--- config.mk ---
export PLATFORM = sky130hd
export DESIGN_NAME = dsqa_sequencer
export DESIGN_NICKNAME = d
export VERILOG_FILES = /design/src/rtl/dsqa_pkg.sv /design/src/rtl/dsqa_sequencer_fp_req_port.sv /design/src/rtl/dsqa_sequencer.sv
export SDC_FILE = /design/constraint.sdc
export NUM_CORES = 1
export LEC_CHECK = 0
export ABC_AREA = 1
export BUFFER_PORTS_ARGS = -buffer_cell sky130_fd_sc_hd__buf_2
export CORE_MARGIN = 1.5
export CORE_UTILIZATION = 53
export DETAILED_ROUTE_END_ITERATION = 7
export GPL_TIMING_DRIVEN = 0
export MAX_ROUTING_LAYER = met4
export PLACE_DENSITY = 0.85
export SYNTH_ARGS = -nofsm -noshare
export SYNTH_HDL_FRONTEND = slang
export SYNTH_SLANG_ARGS = --single-unit
--- constraint.sdc ---
create_clock -name clk -period 3.25 [get_ports clk]
set_clock_uncertainty 0.15 [all_clocks]
set_input_delay 0 -clock clk [delete_from_list [all_inputs] [get_ports clk]]
set_output_delay 0 -clock clk [all_outputs]
set_load 0.02 [all_outputs]
--- src/rtl/dsqa_pkg.sv ---
// Shared types and constants for the custom-0 difference-squared sequencer.
package dsqa_pkg;
  typedef enum logic [2:0] {
    IDLE      = 3'd0,
    ISSUE_SUB = 3'd1,
    WAIT_SUB  = 3'd2,
    ISSUE_MUL = 3'd3,
    WAIT_MUL  = 3'd4,
    ISSUE_ACC = 3'd5,
    WAIT_ACC  = 3'd6,
    DONE      = 3'd7
  } state_t;

  localparam logic [2:0]  FUNCT3_DSQ     = 3'b001;
  localparam logic [2:0]  FUNCT3_DSQA    = 3'b010;
  localparam logic [6:0]  CUSTOM0_OPCODE = 7'b0001011;
  localparam logic [31:0] FP_QNAN        = 32'h7FC00000;
endpackage

--- src/rtl/dsqa_sequencer_fp_req_port.sv ---
// Request holding register toward one FP unit, tracking issue/wait phases with a timeout counter.
// Handshake: valid stays high with stable a/b until a cycle with valid&ready (accept); after that
// the port waits for res_valid, and a strobe in the accept cycle itself is never taken as the result.
module fp_req_port #(
  parameter int TIMEOUT = 64,
  parameter int CNT_W   = 8
) (
  input  logic        clk,
  input  logic        reset,
  input  logic        load,
  input  logic [31:0] load_a,
  input  logic [31:0] load_b,
  input  logic        abort,
  input  logic        ready,
  input  logic        res_valid,
  output logic        valid,
  output logic [31:0] a,
  output logic [31:0] b,
  output logic        accept,
  output logic        hit,
  output logic        expired
);
  localparam logic [CNT_W-1:0] LAST = CNT_W'(TIMEOUT - 1);

  logic             valid_q, valid_d;
  logic             wait_q, wait_d;
  logic [31:0]      a_q, a_d, b_q, b_d;
  logic [CNT_W-1:0] cnt_q, cnt_d;

  always_comb begin
    accept  = valid_q && ready;
    hit     = wait_q && res_valid;
    // Progress in the final cycle wins over the timeout.
    expired = (TIMEOUT != 0) && (valid_q || wait_q) && !accept && !hit && (cnt_q == LAST);
  end

  always_comb begin
    valid_d = valid_q;
    wait_d  = wait_q;
    a_d     = a_q;
    b_d     = b_q;
    cnt_d   = cnt_q;
    if (valid_q || wait_q) cnt_d = cnt_q + CNT_W'(1);
    if (accept) begin
      valid_d = 1'b0;
      wait_d  = 1'b1;
      cnt_d   = '0;
    end
    if (hit) begin
      wait_d = 1'b0;
      cnt_d  = '0;
    end
    if (load) begin
      valid_d = 1'b1;
      a_d     = load_a;
      b_d     = load_b;
      cnt_d   = '0;
    end
    if (abort) begin
      valid_d = 1'b0;
      wait_d  = 1'b0;
      cnt_d   = '0;
    end
  end

  always_ff @(posedge clk) begin
    if (reset) begin
      valid_q <= 1'b0;
      wait_q  <= 1'b0;
      a_q     <= '0;
      b_q     <= '0;
      cnt_q   <= '0;
    end else begin
      valid_q <= valid_d;
      wait_q  <= wait_d;
      a_q     <= a_d;
      b_q     <= b_d;
      cnt_q   <= cnt_d;
    end
  end

  assign valid = valid_q;
  assign a     = a_q;
  assign b     = b_q;
endmodule

--- src/rtl/dsqa_sequencer.sv ---
// Sequences dsq/dsqa (rd = [rd +] (rs1-rs2)^2) through shared FP adder and multiplier units.
module dsqa_sequencer
  import dsqa_pkg::*;
#(
  parameter int TIMEOUT = 64,
  parameter int CNT_W   = 8
) (
  input  logic        clk,
  input  logic        reset,
  input  logic        start,
  input  logic [2:0]  funct3,
  input  logic [31:0] op_a,
  input  logic [31:0] op_b,
  input  logic [31:0] op_c,
  output logic        busy,
  output logic        done,
  output logic [31:0] result,
  output logic        illegal,
  output logic        err,
  output logic        fpa_valid,
  output logic        fpa_sub,
  output logic [31:0] fpa_a,
  output logic [31:0] fpa_b,
  input  logic        fpa_ready,
  input  logic        fpa_res_valid,
  input  logic [31:0] fpa_res,
  output logic        fpm_valid,
  output logic [31:0] fpm_a,
  output logic [31:0] fpm_b,
  input  logic        fpm_ready,
  input  logic        fpm_res_valid,
  input  logic [31:0] fpm_res
);
  state_t      state_q, state_d;
  logic        short_q, short_d;
  logic        dsqa_q, dsqa_d;
  logic        sub_q, sub_d;
  logic        illegal_q, illegal_d;
  logic        err_q, err_d;
  logic [31:0] op_c_q, op_c_d;
  logic [31:0] result_q, result_d;
  logic        legal;

  logic        fpa_load, fpm_load, abort;
  logic [31:0] fpa_la, fpa_lb, fpm_l;
  logic        fpa_accept, fpa_hit, fpa_expired;
  logic        fpm_accept, fpm_hit, fpm_expired;

  fp_req_port #(.TIMEOUT(TIMEOUT), .CNT_W(CNT_W)) u_fpa_port (
    .clk(clk), .reset(reset), .load(fpa_load), .load_a(fpa_la), .load_b(fpa_lb),
    .abort(abort), .ready(fpa_ready), .res_valid(fpa_res_valid),
    .valid(fpa_valid), .a(fpa_a), .b(fpa_b),
    .accept(fpa_accept), .hit(fpa_hit), .expired(fpa_expired)
  );

  fp_req_port #(.TIMEOUT(TIMEOUT), .CNT_W(CNT_W)) u_fpm_port (
    .clk(clk), .reset(reset), .load(fpm_load), .load_a(fpm_l), .load_b(fpm_l),
    .abort(abort), .ready(fpm_ready), .res_valid(fpm_res_valid),
    .valid(fpm_valid), .a(fpm_a), .b(fpm_b),
    .accept(fpm_accept), .hit(fpm_hit), .expired(fpm_expired)
  );

  assign legal = (funct3 == FUNCT3_DSQ) || (funct3 == FUNCT3_DSQA);

  always_ff @(posedge clk) begin
    if (reset) begin
      state_q   <= IDLE;
      short_q   <= 1'b0;
      dsqa_q    <= 1'b0;
      sub_q     <= 1'b0;
      illegal_q <= 1'b0;
      err_q     <= 1'b0;
      op_c_q    <= '0;
      result_q  <= '0;
    end else begin
      state_q   <= state_d;
      short_q   <= short_d;
      dsqa_q    <= dsqa_d;
      sub_q     <= sub_d;
      illegal_q <= illegal_d;
      err_q     <= err_d;
      op_c_q    <= op_c_d;
      result_q  <= result_d;
    end
  end

  always_comb begin
    state_d   = state_q;
    short_d   = short_q;
    dsqa_d    = dsqa_q;
    sub_d     = sub_q;
    illegal_d = illegal_q;
    err_d     = err_q;
    op_c_d    = op_c_q;
    result_d  = result_q;
    fpa_load  = 1'b0;
    fpa_la    = op_a;
    fpa_lb    = op_b;
    fpm_load  = 1'b0;
    fpm_l     = fpa_res;
    abort     = 1'b0;
    case (state_q)
      IDLE: begin
        // Illegal and equal-operand requests spend one busy cycle in IDLE, then report.
        if (short_q) begin
          short_d = 1'b0;
          state_d = DONE;
        end else if (start) begin
          dsqa_d    = (funct3 == FUNCT3_DSQA);
          op_c_d    = op_c;
          illegal_d = !legal;
          err_d     = 1'b0;
          result_d  = '0;
          if (!legal) begin
            short_d = 1'b1;
          end else if (op_a == op_b) begin
            short_d  = 1'b1;
            result_d = (funct3 == FUNCT3_DSQA) ? op_c : 32'h0;
          end else begin
            state_d  = ISSUE_SUB;
            fpa_load = 1'b1;
            sub_d    = 1'b1;
          end
        end
      end
      ISSUE_SUB, ISSUE_ACC: begin
        if (fpa_accept) state_d = (state_q == ISSUE_SUB) ? WAIT_SUB : WAIT_ACC;
      end
      WAIT_SUB: begin
        if (fpa_hit) begin
          fpm_load = 1'b1;
          fpm_l    = fpa_res;
          state_d  = ISSUE_MUL;
        end
      end
      ISSUE_MUL: begin
        if (fpm_accept) state_d = WAIT_MUL;
      end
      WAIT_MUL: begin
        if (fpm_hit) begin
          if (dsqa_q) begin
            fpa_load = 1'b1;
            fpa_la   = op_c_q;
            fpa_lb   = fpm_res;
            sub_d    = 1'b0;
            state_d  = ISSUE_ACC;
          end else begin
            result_d = fpm_res;
            state_d  = DONE;
          end
        end
      end
      WAIT_ACC: begin
        if (fpa_hit) begin
          result_d = fpa_res;
          state_d  = DONE;
        end
      end
      DONE:    state_d = IDLE;
      default: state_d = IDLE;
    endcase
    if (fpa_expired || fpm_expired) begin
      abort    = 1'b1;
      err_d    = 1'b1;
      result_d = FP_QNAN;
      state_d  = DONE;
    end
  end

  always_comb begin
    busy    = (state_q != IDLE) || short_q;
    done    = (state_q == DONE);
    result  = result_q;
    illegal = illegal_q;
    err     = err_q;
    fpa_sub = sub_q;
  end
endmodule

==> impl_metrics.csv <==
group,metric,value,unit
detailed_routing,route.detailed.wl_per_inst,20.0,um
placed_design,globalplace.congestion,1.01,
final_layout,sequential_cell_area,3760,um2
final_layout,multi_input_comb_area,4280,um2
detailed_routing,detail-route-antenna-nets,0,
detailed_routing,detail_route.iter0.violations,1435,
timing,final-hold-violation-count,0,
global_routing,grt_overflow,0,
global_routing,grt_start_max_net_pins,17,
worst_setup_path,worst_r2r_path_depth,9,
power,total_power_divided_by_cell_area,726,nW/um2
placed_design,detailedPlacementHpwl,27600,um
synthesis,ys_seq_elements,188,
run,drv.max_cap_violation_count,0,
worst_setup_path,worst-endpoint-required,3.46,ns
timing,setup_slack,0.461,ns
detailed_routing,routed_wirelength,40700,um
power,vdd_ir_drop_max,0.000466,V
timing,final_min_period_over_clock_period,0.858,
clocking,cts_bufs_inserted,17,
clocking,clock_insertion_delay_worst_skew,0.44,ns
synthesis,ys_types,32,
final_layout,post_route_cells_drive_above_1_share,0.243,
final_layout,n_fill_cell,1061,
worst_setup_path,worst_r2r_startpoint,"state_q[1]",
synthesis,syn-instance-count,1273,
die,placementRows,47,
worst_setup_path,reg2reg_to,"result[10]",
power,clkPwrFrac,0.239,
worst_setup_path,path_class,"reg2reg",
min_path,hp-start,"start",
timing,max_freq,359,MHz
synthesis,syn-mean-instance-area,6.94,um2
power,total_switching_power,0.00397,W
clocking,cts-root-to-sink-buffers,2,
clocking,clk_pin_slew_worst_paths,0.07,ns
min_path,hold_depth,5,
clocking,clock_tree.root_cell,"sky130_fd_sc_hd__clkbuf_16",
clocking,cts_tree,"done",
detailed_routing,routed_via_density,5.74,
global_routing,first_pass_grt_wire_length,60900,um
final_layout,fin_nets,1975,
worst_setup_path,critPathLaunchType,"flip-flop",
worst_setup_path,worst-path-max-fanout,10,
global_routing,global_route.usage.total,0.467,
min_path,whs_endpoint,"op_c_q[2]",
detailed_routing,via_count,11700,
clocking,cts_hold_repair.buffers,175,
global_routing,first_global_vias,11200,
timing,timing.final.setup_violations,0,
die,dieArea,17500,um2
placed_design,pre_cts_slack,0.650,ns
timing,slew-limit-headroom,0.289,
die,ios,337,
worst_setup_path,worst-r2r-setup-slack,0.46,ns
power,pwr-share-comb,0.415,
die,die_x,132,um
final_layout,layout.core_utilization,0.803,
synthesis,synth-seq-area-share,0.426,
timing,grt_setup_unrepaired,"false",
synthesis,synthesis.area,8830,um2
die,initial_core_utilization,0.538,
synthesis,yosysWarnings,0,
placed_design,numPortBuffers,336,
power,cellLeakagePower,6.44,nW
power,power.share.sequential,0.346,
power,internal-power,0.00560,W
min_path,timing.hold.worst.class,"in2reg",
clocking,cts_setup_buffers,0,
final_layout,flow.area_growth_from_synthesis,49.2,%
worst_setup_path,cp.arrival,3.00,ns
die,die_extent_in_y,132,um
power,netSwitchingFraction,0.415,
detailed_routing,remaining_drc_errors,0,
timing,transition_time_at_the_pin_with_the_least_slew_margin,1.06,ns
timing,finalCriticalPeriod,2.79,ns
die,floorplan.core_area,16400,um2
detailed_routing,drtPass1Iterations,5,
synthesis,syn_nets,1445,
global_routing,grt_antenna_before_repair,2,
worst_setup_path,cp-end-kind,"flip-flop",
timing,tns,0,ns
outcome,outcome,"finished, final reports clean",
clocking,ctsResizeCount,0,
timing,final-max-slew-violation-count,0,
clocking,clock_sinks,188,
clocking,cts_max_level,4,
[worst max path at each step]
| stage | from | to | slack (ns) | cells after the start |
|---|---|---|---|---|
| after CTS | state_q[2] | u_fpa_port.b[30] | 0.55 | 12 |
| after global placement | state_q[1] | u_fpm_port.a[19] | 0.64 | 6 |
| after floorplan | state_q[1] | u_fpa_port.a[0] | 1.29 | 12 |
| after detailed placement | state_q[1] | u_fpm_port.a[19] | 0.65 | 6 |
| after global routing | state_q[1] | result[10] | 0.31 | 9 |
| final | state_q[1] | result[10] | 0.46 | 9 |
[routing by layer]
layer  share of wire  global-route usage
met3            0.12               0.104
met1            0.35               0.530
met4           0.073               0.314
met2            0.45               0.738
met5               0                   -
[worst max-delay path, stage by stage, from the launching register on]
cell and delay, ns:
sky130_fd_sc_hd__dfxtp_1 0.40, sky130_fd_sc_hd__nor2_1 0.19, sky130_fd_sc_hd__inv_2 0.06, sky130_fd_sc_hd__nor2_2 0.17, sky130_fd_sc_hd__o21ai_0 0.16, sky130_fd_sc_hd__nand4_2 0.21, sky130_fd_sc_hd__clkbuf_1 0.48, sky130_fd_sc_hd__a221oi_1 0.10
sky130_fd_sc_hd__dlygate4sd3_1 0.60, sky130_fd_sc_hd__a21oi_1 0.18
[Yosys cell counts]
library cell               number  area (um2)
sky130_fd_sc_hd__nand2_2        3        18.8
sky130_fd_sc_hd__nor3b_1        1        7.51
sky130_fd_sc_hd__nor2_2         4        25.0
sky130_fd_sc_hd__or2_2          1        6.26
sky130_fd_sc_hd__inv_1         46         173
sky130_fd_sc_hd__o21a_1         1        7.51
sky130_fd_sc_hd__nand3_1       44         220
sky130_fd_sc_hd__nor2_4         3        33.8
sky130_fd_sc_hd__o21ai_1       54         270
sky130_fd_sc_hd__ha_1           2        25.0
sky130_fd_sc_hd__dfxtp_1      188        3760
sky130_fd_sc_hd__nor3_1        14        70.1
sky130_fd_sc_hd__o22ai_1        1        6.26
sky130_fd_sc_hd__xnor2_1       30         263
sky130_fd_sc_hd__o21ai_0      134         671
sky130_fd_sc_hd__xor2_1        10        87.6
sky130_fd_sc_hd__nand4_2        1        12.5
sky130_fd_sc_hd__buf_6          6        67.6
sky130_fd_sc_hd__buf_4         34         255
sky130_fd_sc_hd__inv_2          7        26.3
sky130_fd_sc_hd__nor2_1       283        1060
sky130_fd_sc_hd__nor3_2         1        10.0
sky130_fd_sc_hd__nand4_1        6        37.5
sky130_fd_sc_hd__buf_2         14        70.1
sky130_fd_sc_hd__clkinv_1       1        3.75
sky130_fd_sc_hd__a21oi_1       55         275
sky130_fd_sc_hd__nand3b_1       1        7.51
sky130_fd_sc_hd__nand2_1      252         946
sky130_fd_sc_hd__clkbuf_1      51         191
sky130_fd_sc_hd__o22ai_2        1        12.5
sky130_fd_sc_hd__a221oi_1      23         201
sky130_fd_sc_hd__and3_1         1        6.26
[power groups by stage]
| stage | registers, W | clock network, W | logic (W) |
|---|---|---|---|
| after CTS | 0.00326 | 0.00226 | 0.00377 |
| after global routing | 0.00336 | 0.00236 | 0.00427 |
| after detailed placement | 0.00331 | 0 | 0.00353 |
| after global placement | 0.00329 | 0 | 0.00347 |
| final | 0.00331 | 0.00228 | 0.00398 |
| after floorplan | 0.00374 | 0 | 0.00188 |
[registers in the layout (all words and copies together) (netlist names), 3 cells and up]
name / flops
state_q: 3
result: 32
u_fpa_port.a: 32
u_fpm_port.cnt_q: 8
u_fpa_port.b: 32
op_c_q: 32
u_fpm_port.a: 32
u_fpa_port.cnt_q: 8
[layout make-up]
cell class / instances / share of cell area
multi-input combinational: 926 / 0.325
sequential: 188 / 0.286
timing repair buffer: 511 / 0.260
buffer: 105 / 0.0443
clock buffer: 19 / 0.0336
tap: 220 / 0.0209
inverter: 54 / 0.0154
clock inverter: 13 / 0.0143
antenna: 3 / 0.000570
[kinds of logic (layout without fill, tap and decap cells)]
family,after synthesis,count (layout),share of synthesized area
AND/OR/NAND/NOR,615,615,0.279
AO/OA/AOI/OAI,269,269,0.163
flip-flops,188,188,0.426
buffers and inverters,159,702,0.0891
XOR/XNOR,40,40,0.0397
adder cells (fa/ha/maj),2,2,0.00283
other,0,3,0
[per-stage QoR]
stage,instance area (um2),power (W),hold slack [ns],std cells
finish,13200,0.00957,0.0186,2039
global placement,10800,0.00676,0.0958,1829
detailed placement,10800,0.00684,0.100,1829
global route,13200,0.00998,0.0787,2038
CTS,13200,0.00928,0.000364,2036
floorplan,8830,0.00561,-0.0809,1273
[layout by cell type, fill, tap and decap left out, drive strengths merged]
cell type,instances
a21oi,55
a221oi,23
and3,1
buf,390
bufinv,4
clkbuf,70
clkinv,6
clkinvlp,2
dfxtp,188
diode,3
dlygate4sd3,175
ha,2
inv,55
nand2,255
nand3,44
nand3b,1
nand4,7
nor2,290
nor3,15
nor3b,1
o21a,1
o21ai,188
o22ai,2
or2,1
xnor2,30
xor2,10
Power figures use the tool's default switching activity.
